**src/rtl/gf180mcu_ocd_io_pwrseq_pkg.sv**
```systemverilog
// Shared types for the pad-ring power sequencer: state encodings
// and counter widths.
package gf180mcu_ocd_io_pwrseq_pkg;

    localparam int DEB_W = 8;
    localparam int SET_W = 10;

    typedef enum logic [2:0] {
        ST_OFF       = 3'd0,
        ST_WAIT_VDD  = 3'd1,
        ST_WAIT_DVDD = 3'd2,
        ST_SETTLE    = 3'd3,
        ST_ON        = 3'd4,
        ST_FAULT     = 3'd5
    } state_t;

endpackage

```
**src/rtl/gf180mcu_ocd_io__sync.sv**
```systemverilog
// Single-bit multi-flop synchronizer for asynchronous level-detector
// inputs; cleared by the synchronous reset.
module gf180mcu_ocd_io__sync #(
    parameter int STAGES = 2
) (
    input  logic clk,
    input  logic rst,
    input  logic d,
    output logic q
);

    logic [STAGES-1:0] chain;

    always_ff @(posedge clk) begin
        if (rst) begin
            chain <= '0;
        end else begin
            chain <= {chain[STAGES-2:0], d};
        end
    end

    assign q = chain[STAGES-1];

endmodule

```
**src/rtl/gf180mcu_ocd_io__pwrseq.sv**
```systemverilog
// Pad-ring power sequencer: debounces core/IO rail-good, settles, then
// releases pad OE and core reset. GF180MCU_OCD_IO_PWRSEQ_FAULT_LATCH_EN latches rail loss.
module gf180mcu_ocd_io__pwrseq
    import gf180mcu_ocd_io_pwrseq_pkg::*;
#(
    parameter int SYNC_STAGES  = 2,
    parameter int DEBOUNCE_CYC = 16,
    parameter int SETTLE_CYC   = 64
) (
    input  logic       CLK,
    input  logic       RST,
    input  logic       VDD_OK,
    input  logic       DVDD_OK,
    input  logic       FLT_CLR,
    output logic       PAD_OE_EN,
    output logic       CORE_RSTN,
    output logic [2:0] STATE,
    output logic       FAULT
);

    localparam logic [DEB_W-1:0] DEB_LAST = DEB_W'(DEBOUNCE_CYC - 1);
    localparam logic [SET_W-1:0] SET_LAST = SET_W'(SETTLE_CYC - 1);

    logic vdd_s;
    logic dvdd_s;
    logic rails_ok;

    state_t            state;
    state_t            next;
    logic [DEB_W-1:0]  deb_cnt;
    logic [DEB_W-1:0]  deb_nxt;
    logic [SET_W-1:0]  set_cnt;
    logic [SET_W-1:0]  set_nxt;
    logic              pad_q;
    logic              rstn_q;

    gf180mcu_ocd_io__sync #(
        .STAGES(SYNC_STAGES)
    ) u_sync_vdd (
        .clk(CLK),
        .rst(RST),
        .d  (VDD_OK),
        .q  (vdd_s)
    );

    gf180mcu_ocd_io__sync #(
        .STAGES(SYNC_STAGES)
    ) u_sync_dvdd (
        .clk(CLK),
        .rst(RST),
        .d  (DVDD_OK),
        .q  (dvdd_s)
    );

    assign rails_ok = vdd_s & dvdd_s;

    always_comb begin
        next    = state;
        deb_nxt = deb_cnt;
        set_nxt = set_cnt;
        case (state)
            ST_OFF: begin
                next = ST_WAIT_VDD;
            end
            ST_WAIT_VDD: begin
                if (!vdd_s) begin
                    deb_nxt = '0;
                end else if (deb_cnt == DEB_LAST) begin
                    next = ST_WAIT_DVDD;
                end else if (deb_cnt != '1) begin
                    deb_nxt = deb_cnt + 1'b1;
                end
            end
            ST_WAIT_DVDD: begin
                if (!vdd_s) begin
                    next = ST_WAIT_VDD;
                end else if (!dvdd_s) begin
                    deb_nxt = '0;
                end else if (deb_cnt == DEB_LAST) begin
                    next = ST_SETTLE;
                end else if (deb_cnt != '1) begin
                    deb_nxt = deb_cnt + 1'b1;
                end
            end
            ST_SETTLE: begin
                if (!rails_ok) begin
                    next = ST_WAIT_VDD;
                end else if (set_cnt == SET_LAST) begin
                    next = ST_ON;
                end else if (set_cnt != '1) begin
                    set_nxt = set_cnt + 1'b1;
                end
            end
            ST_ON: begin
                if (!rails_ok) begin
`ifdef GF180MCU_OCD_IO_PWRSEQ_FAULT_LATCH_EN
                    next = ST_FAULT;
`else
                    next = ST_WAIT_VDD;
`endif
                end
            end
            ST_FAULT: begin
`ifdef GF180MCU_OCD_IO_PWRSEQ_FAULT_LATCH_EN
                // a rail still low blocks the clear
                if (FLT_CLR && rails_ok) begin
                    next = ST_WAIT_VDD;
                end
`else
                next = ST_OFF;
`endif
            end
            default: begin
                next = ST_OFF;
            end
        endcase
        if (next != state) begin
            deb_nxt = '0;
            set_nxt = '0;
        end
    end

    // Outputs are registered alongside the state so they switch on the
    // same edge the state leaves or enters ON.
    always_ff @(posedge CLK) begin
        if (RST) begin
            state   <= ST_OFF;
            deb_cnt <= '0;
            set_cnt <= '0;
            pad_q   <= 1'b0;
            rstn_q  <= 1'b0;
        end else begin
            state   <= next;
            deb_cnt <= deb_nxt;
            set_cnt <= set_nxt;
            pad_q   <= (next == ST_ON);
            rstn_q  <= (next == ST_ON) && (state == ST_ON);
        end
    end

`ifdef GF180MCU_OCD_IO_PWRSEQ_FAULT_LATCH_EN
    logic fault_q;

    always_ff @(posedge CLK) begin
        if (RST) begin
            fault_q <= 1'b0;
        end else begin
            fault_q <= (next == ST_FAULT);
        end
    end

    assign FAULT = fault_q;
`else
    logic unused_flt_clr;

    assign unused_flt_clr = FLT_CLR;
    assign FAULT          = 1'b0;
`endif

    assign PAD_OE_EN = pad_q;
    assign CORE_RSTN = rstn_q;
    assign STATE     = state;

endmodule

```
**config.mk**
```make
export PLATFORM = sky130hd
export DESIGN_NAME = gf180mcu_ocd_io__pwrseq
export DESIGN_NICKNAME = d
export VERILOG_FILES = /design/src/rtl/gf180mcu_ocd_io_pwrseq_pkg.sv /design/src/rtl/gf180mcu_ocd_io__sync.sv /design/src/rtl/gf180mcu_ocd_io__pwrseq.sv
export SDC_FILE = /design/constraint.sdc
export NUM_CORES = 1
export LEC_CHECK = 0
export BUFFER_PORTS_ARGS = -buffer_cell sky130_fd_sc_hd__buf_2
export CAP_MARGIN = 25
export CORE_UTILIZATION = 59
export DETAILED_ROUTE_END_ITERATION = 16
export HOLD_SLACK_MARGIN = 0.05
export PLACE_DENSITY = 0.78
export SLEW_MARGIN = 20
export SYNTH_ARGS = -nofsm -noshare
export SYNTH_HDL_FRONTEND = slang
export SYNTH_SLANG_ARGS = --single-unit
```
**constraint.sdc**
```tcl
create_clock -name CLK -period 2.6 [get_ports CLK]
set_input_delay 0.52 -clock CLK [delete_from_list [all_inputs] [get_ports CLK]]
set_output_delay 0.52 -clock CLK [all_outputs]
set_load 0.01 [all_outputs]
```
==> results of run 1 <==
where the power goes:
group / switching [µW] / internal [µW]
clock: 127 / 58.9
combinational: 29.5 / 19.9
sequential: 7.49 / 418
total: 164 / 497
registers in the layout, indices dropped and copies added, names as in the netlist:
register           count
deb_cnt                8
PAD_OE_EN              1
set_cnt               10
STATE                  3
u_sync_vdd.chain       2
CORE_RSTN              1
u_sync_dvdd.chain      2
cells in the mapped netlist, drive strengths merged, types with 2 or more instances:
cell type and count:
dfxtp 27, nor3 12, nor3b 12, nand2 11, nor2 9, xnor2 9
a21oi 8, nand4 7, nor2b 7, o21ai 7, clkbuf 6, nand3 6
buf 5, mux2i 4, nor4b 4, a31oi 3, inv 3, or3 3
a41oi 2, and3 2, ha 2, nand2b 2, nor4 2, o211ai 2
or4 2
final timing paths:
| path | to | slack [ns] | cells past startpoint | start |
|---|---|---|---|---|
| worst max register to register | deb_cnt[7] | 0.37 | 7 | deb_cnt[0] |
| worst max-delay path | deb_cnt[7] | 0.37 | 7 | deb_cnt[0] |
| worst min-delay path | u_sync_vdd.chain[0] | 0.39 | 2 | VDD_OK |
| worst min register to register | u_sync_dvdd.chain[1] | 0.46 | 1 | u_sync_dvdd.chain[0] |
logic make-up after synthesis:
family / Yosys count / synth area share [%]
buffers and inverters: 14 / 4.98
muxes: 4 / 3.37
and+or+nand+nor: 87 / 38.3
xor gates and xnor gates: 10 / 5.62
adders and majority gates: 2 / 1.61
AOI/OAI and AO/OA: 27 / 11.2
DFF: 27 / 34.7
other: 1 / 0.241
per-stage QoR:
stage               instances  cell area, µm²  utilization (%)  power (µW)  worst slack, ns
CTS                       204            1610             64.8         665            0.387
floorplan                 172            1560                -         478            0.682
global route              204            1610             64.8         685            0.139
global placement          200            1580             63.6         481            0.451
detailed placement        200            1580             63.6         484            0.413
finish                    204            1610             64.8         661            0.368
cells in the final DEF (no fill, tap or decap), drive strengths merged, types with 2 or more instances in the layout:
master	netlist	routed
a31oi	3	3
inv	3	3
nor3	12	12
or4	2	2
nor2b	7	7
nor4	2	2
clkbuf	6	3
buf	5	9
a41oi	2	2
nand2b	2	2
xnor2	9	9
nand2	11	11
a21oi	8	8
nor4b	4	4
nor2	9	9
nor3b	12	12
ha	2	2
mux2i	4	4
or3	3	3
nand4	7	7
nand3	6	6
o211ai	2	2
and3	2	2
o21ai	7	7
dfxtp	27	27
metal layers:
metal  routed length [µm]  global-route usage [%]  up-vias  part of all wire (%)
met4                   63                    12.7        0                   2.1
met3                  143                    3.45        6                   4.8
met5                    0                       0        -                     0
li1                     -                       -      638                     -
met1                 1320                    27.6      628                    44
met2                 1480                    42.3       50                    49
area by class of cell:
class                   instances  area share [%]
flip-flops and latches         27            33.6
inverters                       3           0.701
clock buffers                   3            1.40
clock inverters                 1           0.467
multi-input cells             131            58.5
well taps                      30            2.34
repair buffers                  9            2.96
==> out/qor.yml, run 1 <==
clock_tree:
  clockBufferDepth: 2
  cts-root-buf: "clkbuf_4"
  post_cts_buffers: 0
  clk_pin_slew_ns: 0.15
  hold_buffers: 0
  cts_resized: 0
  htreeDepth: 1
  worstSkewPairLatency_ns: 0.33
  cts_buffers: 3
  cts_tree: "built"
  cts.sinks: 27
detailed_routing:
  route.detailed.drc: 0
  num_vias: 1322
  vias_per_cell: 6.48
  drtIter0Drc: 48
  wl_per_cell_um: 14.7
  postRouteWirelength_um: 3010
  first_pass_iters: 4
  drtAntennaViolNets: 0
floorplan:
  floorplan.initialDensity_pct: 62.9
  io_pins: 11
  coreArea_mm2: 0.00248
  fp.dieW_um: 53.4
  rows: 18
  dieArea_mm2: 0.00285
  die_height_um: 53.4
cells_and_area:
  area_delta_synth_final_pct: 3.13
  antenna_cells: 0
  drive_gt1_share_pct: 18.4
  seqCellArea_um2: 541
  multiInputGateArea_um2: 940
  nFillCells: 219
  nets: 182
yosys:
  synth_edf_count: 0
  synthDistinctLibCells: 50
  synth-main-ff-cell: "dfxtp_1"
  syn_avg_cell_area_um2: 9.06
  synth_seq_cells: 27
  synth_nets: 179
  synth_area_leader_cell: "dfxtp_1"
  yosysWarnings: 0
  async_flop_share_pct: 0
  netlist.area_leader.share_pct: 34.7
  synthTopCellsByArea: "dfxtp_1 (35%), xnor2_1 (5.1%), nor3b_1 (4.3%)"
  syn_area_mm2: 0.00156
  synth_seq_area_share_pct: 34.7
  synthCells: 172
worst_hold_path:
  worstHoldPathType: "primary input to flop"
sta:
  fmax_ghz: 0.448
  fin_crit_ns: 2.23
  finalSetupViolations: 0
  hold-worst-slack_ns: 0.386
  final.period_utilization_pct: 85.8
  rsz0062_at_grt: "no"
  clock_skew_ns: 0.00947
  hold_viol_final: 0
  finalMaxSlewViolations: 0
  tns_ns: 0
grt:
  grt_pass1_wl_um: 5050
  grt_overflow: 0
  antenna_found_initial: 0
  grt_max_degree: 19
  grtUsageTotal_pct: 24.1
  grt_pass1_vias: 1202
power:
  leakage_uw: 0.000496
  vdd_drop_max_v: 0.000373
  p_per_area_mw_per_mm2: 411
setup_path:
  critical_path_buf_inv_count: 1
  crit_chain: "ha_1 -> nand3_1 -> o21ai_0 -> o211ai_2 -> mux2i_4 -> buf_4 -> nor4b_1"
  end_kind: "flop"
  path_delay_family: "simple AND/OR/NAND/NOR gates"
  worst-path-max-fanout: 18
  cp.arrival_ns: 2.47
  path_class: "flop to flop"
  worstSetupStartpointType: "flop"
  required_ns: 2.84
  critical-path-max-stage-delay_ns: 0.43
  slowest_stage: "dfxtp_1"
flow_run:
  cap_violations: 0
placed_design:
  gp_congestion: 0.849
  port_buffers: 8
  place_hpwl_um: 2110
run_status:
  outcome: "completed"
(Power assumes the default switching activity.)
==> run 2, diff against run 1 <==
--- a/config.mk
+++ b/config.mk
@@ -5,6 +5,7 @@
 export SDC_FILE = /design/constraint.sdc
 export NUM_CORES = 1
 export LEC_CHECK = 0
+export ABC_AREA = 1
 export BUFFER_PORTS_ARGS = -buffer_cell sky130_fd_sc_hd__buf_2
 export CAP_MARGIN = 25
 export CORE_UTILIZATION = 59
==> run 2 against run 1 <==
Utilization grew 2.3 points. Maximum frequency grew 18%. Worst setup slack gained 0.34 ns. Sequential share of layout area shrank 2.3 points. Via count grew 0.61%. Combinational power grew 17%. Count of clock-buffer cells in the layout is the same. Flip-flop and latch count is the same. Die area grew 5.9%. Total power grew 3.9%. Synthesized cell count grew 32%.
==> out/qor.yml, run 2 <==
detailed_routing:
  wl_per_cell_um: 10.4  # was 14.7 µm
  postRouteWirelength_um: 2760  # was 3010 µm
  route.detailed.drc: 0  # unchanged
  drtIter0Drc: 24  # was 48
  drtAntennaViolNets: 0  # unchanged
  num_vias: 1330  # was 1322
  first_pass_iters: 4  # unchanged
  vias_per_cell: 5.02  # was 6.48
placed_design:
  gp_congestion: 0.809  # was 0.849
  port_buffers: 8  # unchanged
  place_hpwl_um: 2140  # was 2110 µm
grt:
  grt_pass1_wl_um: 4750  # was 5050 µm
  grt_pass1_vias: 1160  # was 1202
  grtUsageTotal_pct: 22.0  # was 24.1%
  grt_max_degree: 19  # unchanged
  antenna_found_initial: 0  # unchanged
  grt_overflow: 0  # unchanged
setup_path:
  path_class: "flop to flop"  # unchanged
  worst-path-max-fanout: 18  # unchanged
  worstSetupStartpointType: "flop"  # unchanged
  end_kind: "flop"  # unchanged
  cp.arrival_ns: 2.13  # was 2.47 ns
  required_ns: 2.84  # about the same
sta:
  max-slew-margin-rel_pct: 53.7
  hold_viol_final: 0  # unchanged
  clock_skew_ns: 0.00383  # was 0.00947 ns
  tns_ns: 0  # unchanged
  final.period_utilization_pct: 72.8  # was 85.8%
  fmax_ghz: 0.528  # was 0.448 GHz
  rsz0062_at_grt: "no"  # unchanged
  finalMaxSlewViolations: 0  # unchanged
  finalSetupViolations: 0  # unchanged
  worst_slew_pin_slew_ns: 0.689
  fin_crit_ns: 1.89  # was 2.23 ns
cells_and_area:
  area_delta_synth_final_pct: 4.24  # was 3.13%
  largest_reg_flops: 10  # unchanged
  nets: 243  # was 182
  final_common_cell: "nand2_1"  # was dfxtp_1
  drive_gt1_share_pct: 18.3  # was 18.4%
  antenna_cells: 0  # unchanged
  max_flop_register: "set_cnt"  # unchanged
  mostFrequentLayoutCells: "nand2_1 (40), inv_1 (39), nor2_1 (30)"  # was dfxtp_1 (27), nand2_1 (10), nor3b_1 (9), xnor2_1 (9)
  post-route-util_pct: 67.2  # was 64.8%
clock_tree:
  cts.sinks: 27  # unchanged
  cts_resized: 0  # unchanged
  post_cts_buffers: 0  # unchanged
  cts_tree: "built"  # unchanged
  clockBufferDepth: 2  # unchanged
  clk_pin_slew_ns: 0.16  # was 0.15 ns
  cts_buffers: 3  # unchanged
  hold_buffers: 0  # unchanged
  htreeDepth: 1  # unchanged
  worstSkewPairLatency_ns: 0.34  # was 0.33 ns
  cts-root-buf: "clkbuf_4"  # unchanged
yosys:
  synth-main-ff-cell: "dfxtp_1"  # unchanged
  synth_nets: 234  # was 179
  synth_seq_area_share_pct: 32.7  # was 34.7%
  yosysWarnings: 0  # unchanged
  async_flop_share_pct: 0  # unchanged
  synth_area_leader_cell: "dfxtp_1"  # unchanged
  synth_top_cells_by_count: "nand2_1 (40), inv_1 (39), nor2_1 (30)"  # was dfxtp_1 (27), nand2_1 (10), nor3b_1 (9), xnor2_1 (9)
  synthDistinctLibCells: 29  # was 50
  syn_area_mm2: 0.00165  # was 0.00156 mm²
  synth_seq_cells: 27  # unchanged
  synth_most_common_cell: "nand2_1"  # was dfxtp_1
  synthTopCellsByArea: "dfxtp_1 (33%), nor2_4 (9.5%), nand2_1 (9.1%)"  # was dfxtp_1 (35%), xnor2_1 (5.1%), nor3b_1 (4.3%)
  synth_edf_count: 0  # unchanged
  syn_avg_cell_area_um2: 7.29  # was 9.06 µm²
  synthCells: 227  # was 172
  netlist.area_leader.share_pct: 32.7  # was 34.7%
floorplan:
  fp.dieW_um: 55.0  # was 53.4 µm
  rows: 18  # unchanged
  floorplan.initialDensity_pct: 64.4  # was 62.9%
  dieArea_mm2: 0.00302  # was 0.00285 mm²
  io_pins: 11  # unchanged
  coreArea_mm2: 0.00257  # was 0.00248 mm²
  die_height_um: 55.0  # was 53.4 µm
power:
  vdd_drop_max_v: 0.000312  # was 0.000373 V
  leakage_uw: 0.000700  # was 0.000496 µW
  p_per_area_mw_per_mm2: 398  # was 411 mW/mm²
worst_hold_path:
  worstHoldPathType: "primary input to flop"  # unchanged
flow_run:
  cap_violations: 0  # unchanged
run_status:
  outcome: "completed"  # unchanged
==> run 2: worst paths after layout <==
check	from	endpoint	slack (ns)	depth (start not counted)
worst max-delay path	deb_cnt[0]	set_cnt[1]	0.71	10
worst min-delay path	VDD_OK	u_sync_vdd.chain[0]	0.36	3
worst max register to register	deb_cnt[0]	set_cnt[1]	0.71	10
worst min register to register	u_sync_vdd.chain[0]	u_sync_vdd.chain[1]	0.42	2
==> run 2: area by class of cell <==
type	instances	area [µm²]
timing repair buffer	8	40.0
clock buffer	3	22.5
fill	224	843
inverter	41	154
sequential	27	541
multi-input combinational	155	921
clock inverter	1	8.76
tap	30	37.5
==> run 2: kinds of logic after synthesis <==
group           after synthesis  share of synthesized area, %
xor+xnor                     12                          6.35
flops                        27                          32.7
other cells                   1                         0.227
simple gates                123                          40.5
mux                           2                          1.21
buf+inv                      45                          11.6
compound gates               15                          5.90
fa+ha+maj                     2                          1.51
==> run 2: critical path, stage by stage (launching register included) <==
cell,delay [ns]
dfxtp_1,0.41
ha_1,0.24
nand2_1,0.09
nor2_2,0.14
nand4_1,0.12
a21oi_2,0.18
nand3_2,0.09
nand2_2,0.07
nand2_2,0.05
nand2_4,0.31
nor2_1,0.09
==> run 2: through the flow <==
| stage | hold WS, ns | setup WS (ns) | power (µW) | cells | instance area [µm²] |
|---|---|---|---|---|---|
| floorplan | 0.388 | 0.973 | 488 | 227 | 1650 |
| global placement | 0.394 | 0.498 | 491 | 261 | 1690 |
| detailed placement | 0.395 | 0.494 | 492 | 261 | 1690 |
| CTS | 0.346 | 0.465 | 694 | 265 | 1720 |
| global route | 0.343 | 0.550 | 712 | 265 | 1720 |
| finish | 0.357 | 0.706 | 687 | 265 | 1720 |
==> run 2: where the power goes <==
group          switching, µW  leakage, µW  total [µW]  internal [µW]
combinational           41.7     0.000462        57.9           16.2
clock                    141    0.0000183         204           63.0
sequential              5.22     0.000219         425            419
==> run 2: routing by layer <==
layer	wire length (µm)	GRT usage, %	vias to the layer above
met1	1410	29.8	586
met4	34	7.50	0
met5	0	0	-
li1	-	-	718
met2	1230	35.9	22
met3	87	2.46	4
==> run 3, diff against run 2 <==
==> constraint.sdc (replaced) <==
create_clock -name CLK -period 1.85 [get_ports CLK]
set_input_delay 0.37 -clock CLK [delete_from_list [all_inputs] [get_ports CLK]]
set_output_delay 0.37 -clock CLK [all_outputs]
set_load 0.01 [all_outputs]
==> run 3 against run 2 <==
Routed wire length up 5.0%. Global-route usage decreased by 0.51 points. Count of clock-buffer cells in the layout stayed put. Die area stayed put. Hold slack worse by 0.15 ns. First-iteration DRC count is 38% higher. Critical path depth increased by 1. Combinational power up 87%. Maximum frequency up 10%. Utilization rose by 3.3 points. Final cell count grew 2.3%. Highest routed layer unchanged.
==> out/qor.yml, run 3 (same netlist as run 2, synthesis figures left out) <==
detailed_routing:
  vias_per_cell: 5.02  # about the same
  drtAntennaViolNets: 0  # unchanged
  drtIter0Drc: 33  # was 24
  wl_per_cell_um: 10.7  # was 10.4 µm
  postRouteWirelength_um: 2900  # was 2760 µm
  num_vias: 1360  # was 1330
  first_pass_iters: 4  # unchanged
  route.detailed.drc: 0  # unchanged
grt:
  antenna_found_initial: 0  # unchanged
  grt_pass1_vias: 1179  # was 1160
  grt_overflow: 0  # unchanged
  grt_max_degree: 19  # unchanged
  grt_pass1_wl_um: 4570  # was 4750 µm
  grtUsageTotal_pct: 21.5  # was 22.0%
floorplan:
  dieArea_mm2: 0.00302  # unchanged
  rows: 18  # unchanged
  coreArea_mm2: 0.00257  # unchanged
  fp.dieW_um: 55.0  # unchanged
  floorplan.initialDensity_pct: 64.4  # unchanged
  io_pins: 11  # unchanged
  die_height_um: 55.0  # unchanged
placed_design:
  gp_congestion: 0.926  # was 0.809
  place_hpwl_um: 2140  # about the same
  port_buffers: 8  # unchanged
  placedCellCount: 266  # was 261
  place_ws_ns: 0.0760  # was 0.494 ns
power:
  leakage_uw: 0.000742  # was 0.000700 µW
  p_per_area_mw_per_mm2: 541  # was 398 mW/mm²
  vdd_drop_max_v: 0.000529  # was 0.000312 V
worst_hold_path:
  min_to: "u_sync_dvdd.chain[0]"  # was u_sync_vdd.chain[0]
  worstHoldPathType: "primary input to flop"  # unchanged
  hold_depth: 3  # unchanged
  worstHoldStart: "DVDD_OK"  # was VDD_OK
sta:
  hold_viol_final: 0  # unchanged
  worst_slack_ns: 0.132  # was 0.706 ns
  hold-worst-slack_ns: 0.204  # was 0.357 ns
  fmax_ghz: 0.582  # was 0.528 GHz
  clock_skew_ns: 0.0168  # was 0.00383 ns
  finalMaxSlewViolations: 0  # unchanged
  fin_crit_ns: 1.72  # was 1.89 ns
  final.period_utilization_pct: 92.9  # was 72.8%
  finalSetupViolations: 0  # unchanged
  tns_ns: 0  # unchanged
  rsz0062_at_grt: "no"  # unchanged
setup_path:
  rrSetupSlack_ns: 0.13  # was 0.71 ns
  path_delay_family: "simple AND/OR/NAND/NOR gates"  # unchanged
  worstReg2RegEnd: "deb_cnt[7]"  # was set_cnt[1]
  critical-path-max-stage-delay_ns: 0.37  # was 0.41 ns
  worst-path-max-fanout: 9  # was 18
  crit_chain: "ha_2 -> nand2_1 -> nor2_2 -> nand4_1 -> a21oi_2 -> nand3_2 -> nand2_2 -> nand2_2 -> nand2_4 -> clkbuf_16 -> nor2_1"  # was ha_1 -> nand2_1 -> nor2_2 -> nand4_1 -> a21oi_2 -> nand3_2 -> nand2_2 -> nand2_2 -> nand2_4 -> nor2_1
  reg2reg_depth: 11  # was 10
  cp_common_cell: "nand2_2"  # unchanged
  required_ns: 2.10  # was 2.84 ns
  critical_path_buf_inv_count: 1  # was 0
  cp.arrival_ns: 1.97  # was 2.13 ns
  worstSetupStartpointType: "flop"  # unchanged
  end_kind: "flop"  # unchanged
  slowest_stage: "dfxtp_1"  # unchanged
  r2r_start: "deb_cnt[0]"  # unchanged
  worst-path-stages: 11  # was 10
  path_class: "flop to flop"  # unchanged
cells_and_area:
  area_delta_synth_final_pct: 9.38  # was 4.24%
  antenna_cells: 0  # unchanged
  max_flop_register: "set_cnt"  # unchanged
  largest_reg_flops: 10  # unchanged
  drive_gt1_share_pct: 22.0  # was 18.3%
  nFillCells: 251  # was 224
  nets: 249  # was 243
  post-route-util_pct: 70.5  # was 67.2%
  final_common_cell: "nand2_1"  # unchanged
  finalNonFillerCells: 271  # was 265
  mostFrequentLayoutCells: "nand2_1 (40), inv_1 (39), nor2_1 (30)"  # unchanged
clock_tree:
  clk_pin_slew_ns: 0.16  # about the same
  clockBufferDepth: 2  # unchanged
  cts.sinks: 27  # unchanged
  post_cts_buffers: 0  # unchanged
  htreeDepth: 1  # unchanged
  hold_buffers: 0  # unchanged
  cts_buffers: 3  # unchanged
  cts_tree: "built"  # unchanged
  cts-root-buf: "clkbuf_4"  # unchanged
  worstSkewPairLatency_ns: 0.34  # about the same
run_status:
  outcome: "completed"  # unchanged
flow_run:
  cap_violations: 0  # unchanged
## run 3: area by class of cell
cell class / count / area (µm²) / share of cell area [%]
clock buffers: 3 / 22.5 / 1.24
clock inverters: 1 / 8.76 / 0.484
inverters: 41 / 154 / 8.51
multi-input cells: 155 / 928 / 51.3
flip-flops and latches: 27 / 543 / 30.0
well taps: 30 / 37.5 / 2.07
repair buffers: 14 / 115 / 6.36
## run 3: worst max path at each step
stage,from,end,slack [ns]
2_1_floorplan,deb_cnt[0],deb_cnt[2],0.22
3_3_place_gp,set_cnt[0],set_cnt[9],0.1
3_5_place_dp,set_cnt[0],set_cnt[2],0.08
4_1_cts,deb_cnt[1],set_cnt[4],0.05
5_1_grt,set_cnt[1],deb_cnt[1],0.01
6_report,deb_cnt[0],deb_cnt[7],0.13
## run 3: per-stage QoR
step	total power, µW	instance area [µm²]
after floorplan	686	1650
after global placement	704	1740
after detailed placement	705	1740
after CTS	985	1770
after global routing	1020	1810
final	979	1810
## run 3: worst min-delay path: cells and delay by family
family                 cells  cell delay, ns
buffers and inverters      2            0.13
and+or+nand+nor            1            0.03
## run 3: power breakdown
| group | total, µW | leakage (µW) | internal, µW | switching (µW) |
|---|---|---|---|---|
| Combinational | 108 | 0.000504 | 41.5 | 66.1 |
| Clock | 276 | 0.0000183 | 88.3 | 188 |
| Sequential | 595 | 0.000220 | 589 | 5.48 |
| Total | 979 | 0.000742 | 719 | 260 |
## run 3: what timing repair did
item                                   CTS  global route
endpoints found under the hold margin    0             0
setup endpoints to repair                0            18
resized for setup                        0             4
## run 3: metal layers
layer  global-route usage (%)  vias up  wire length, µm
met3                     6.28        2              117
met2                     38.2       21             1390
li1                         -      729                -
met5                        0        -                0
met1                     24.5      608             1370
met4                     6.67        0               19
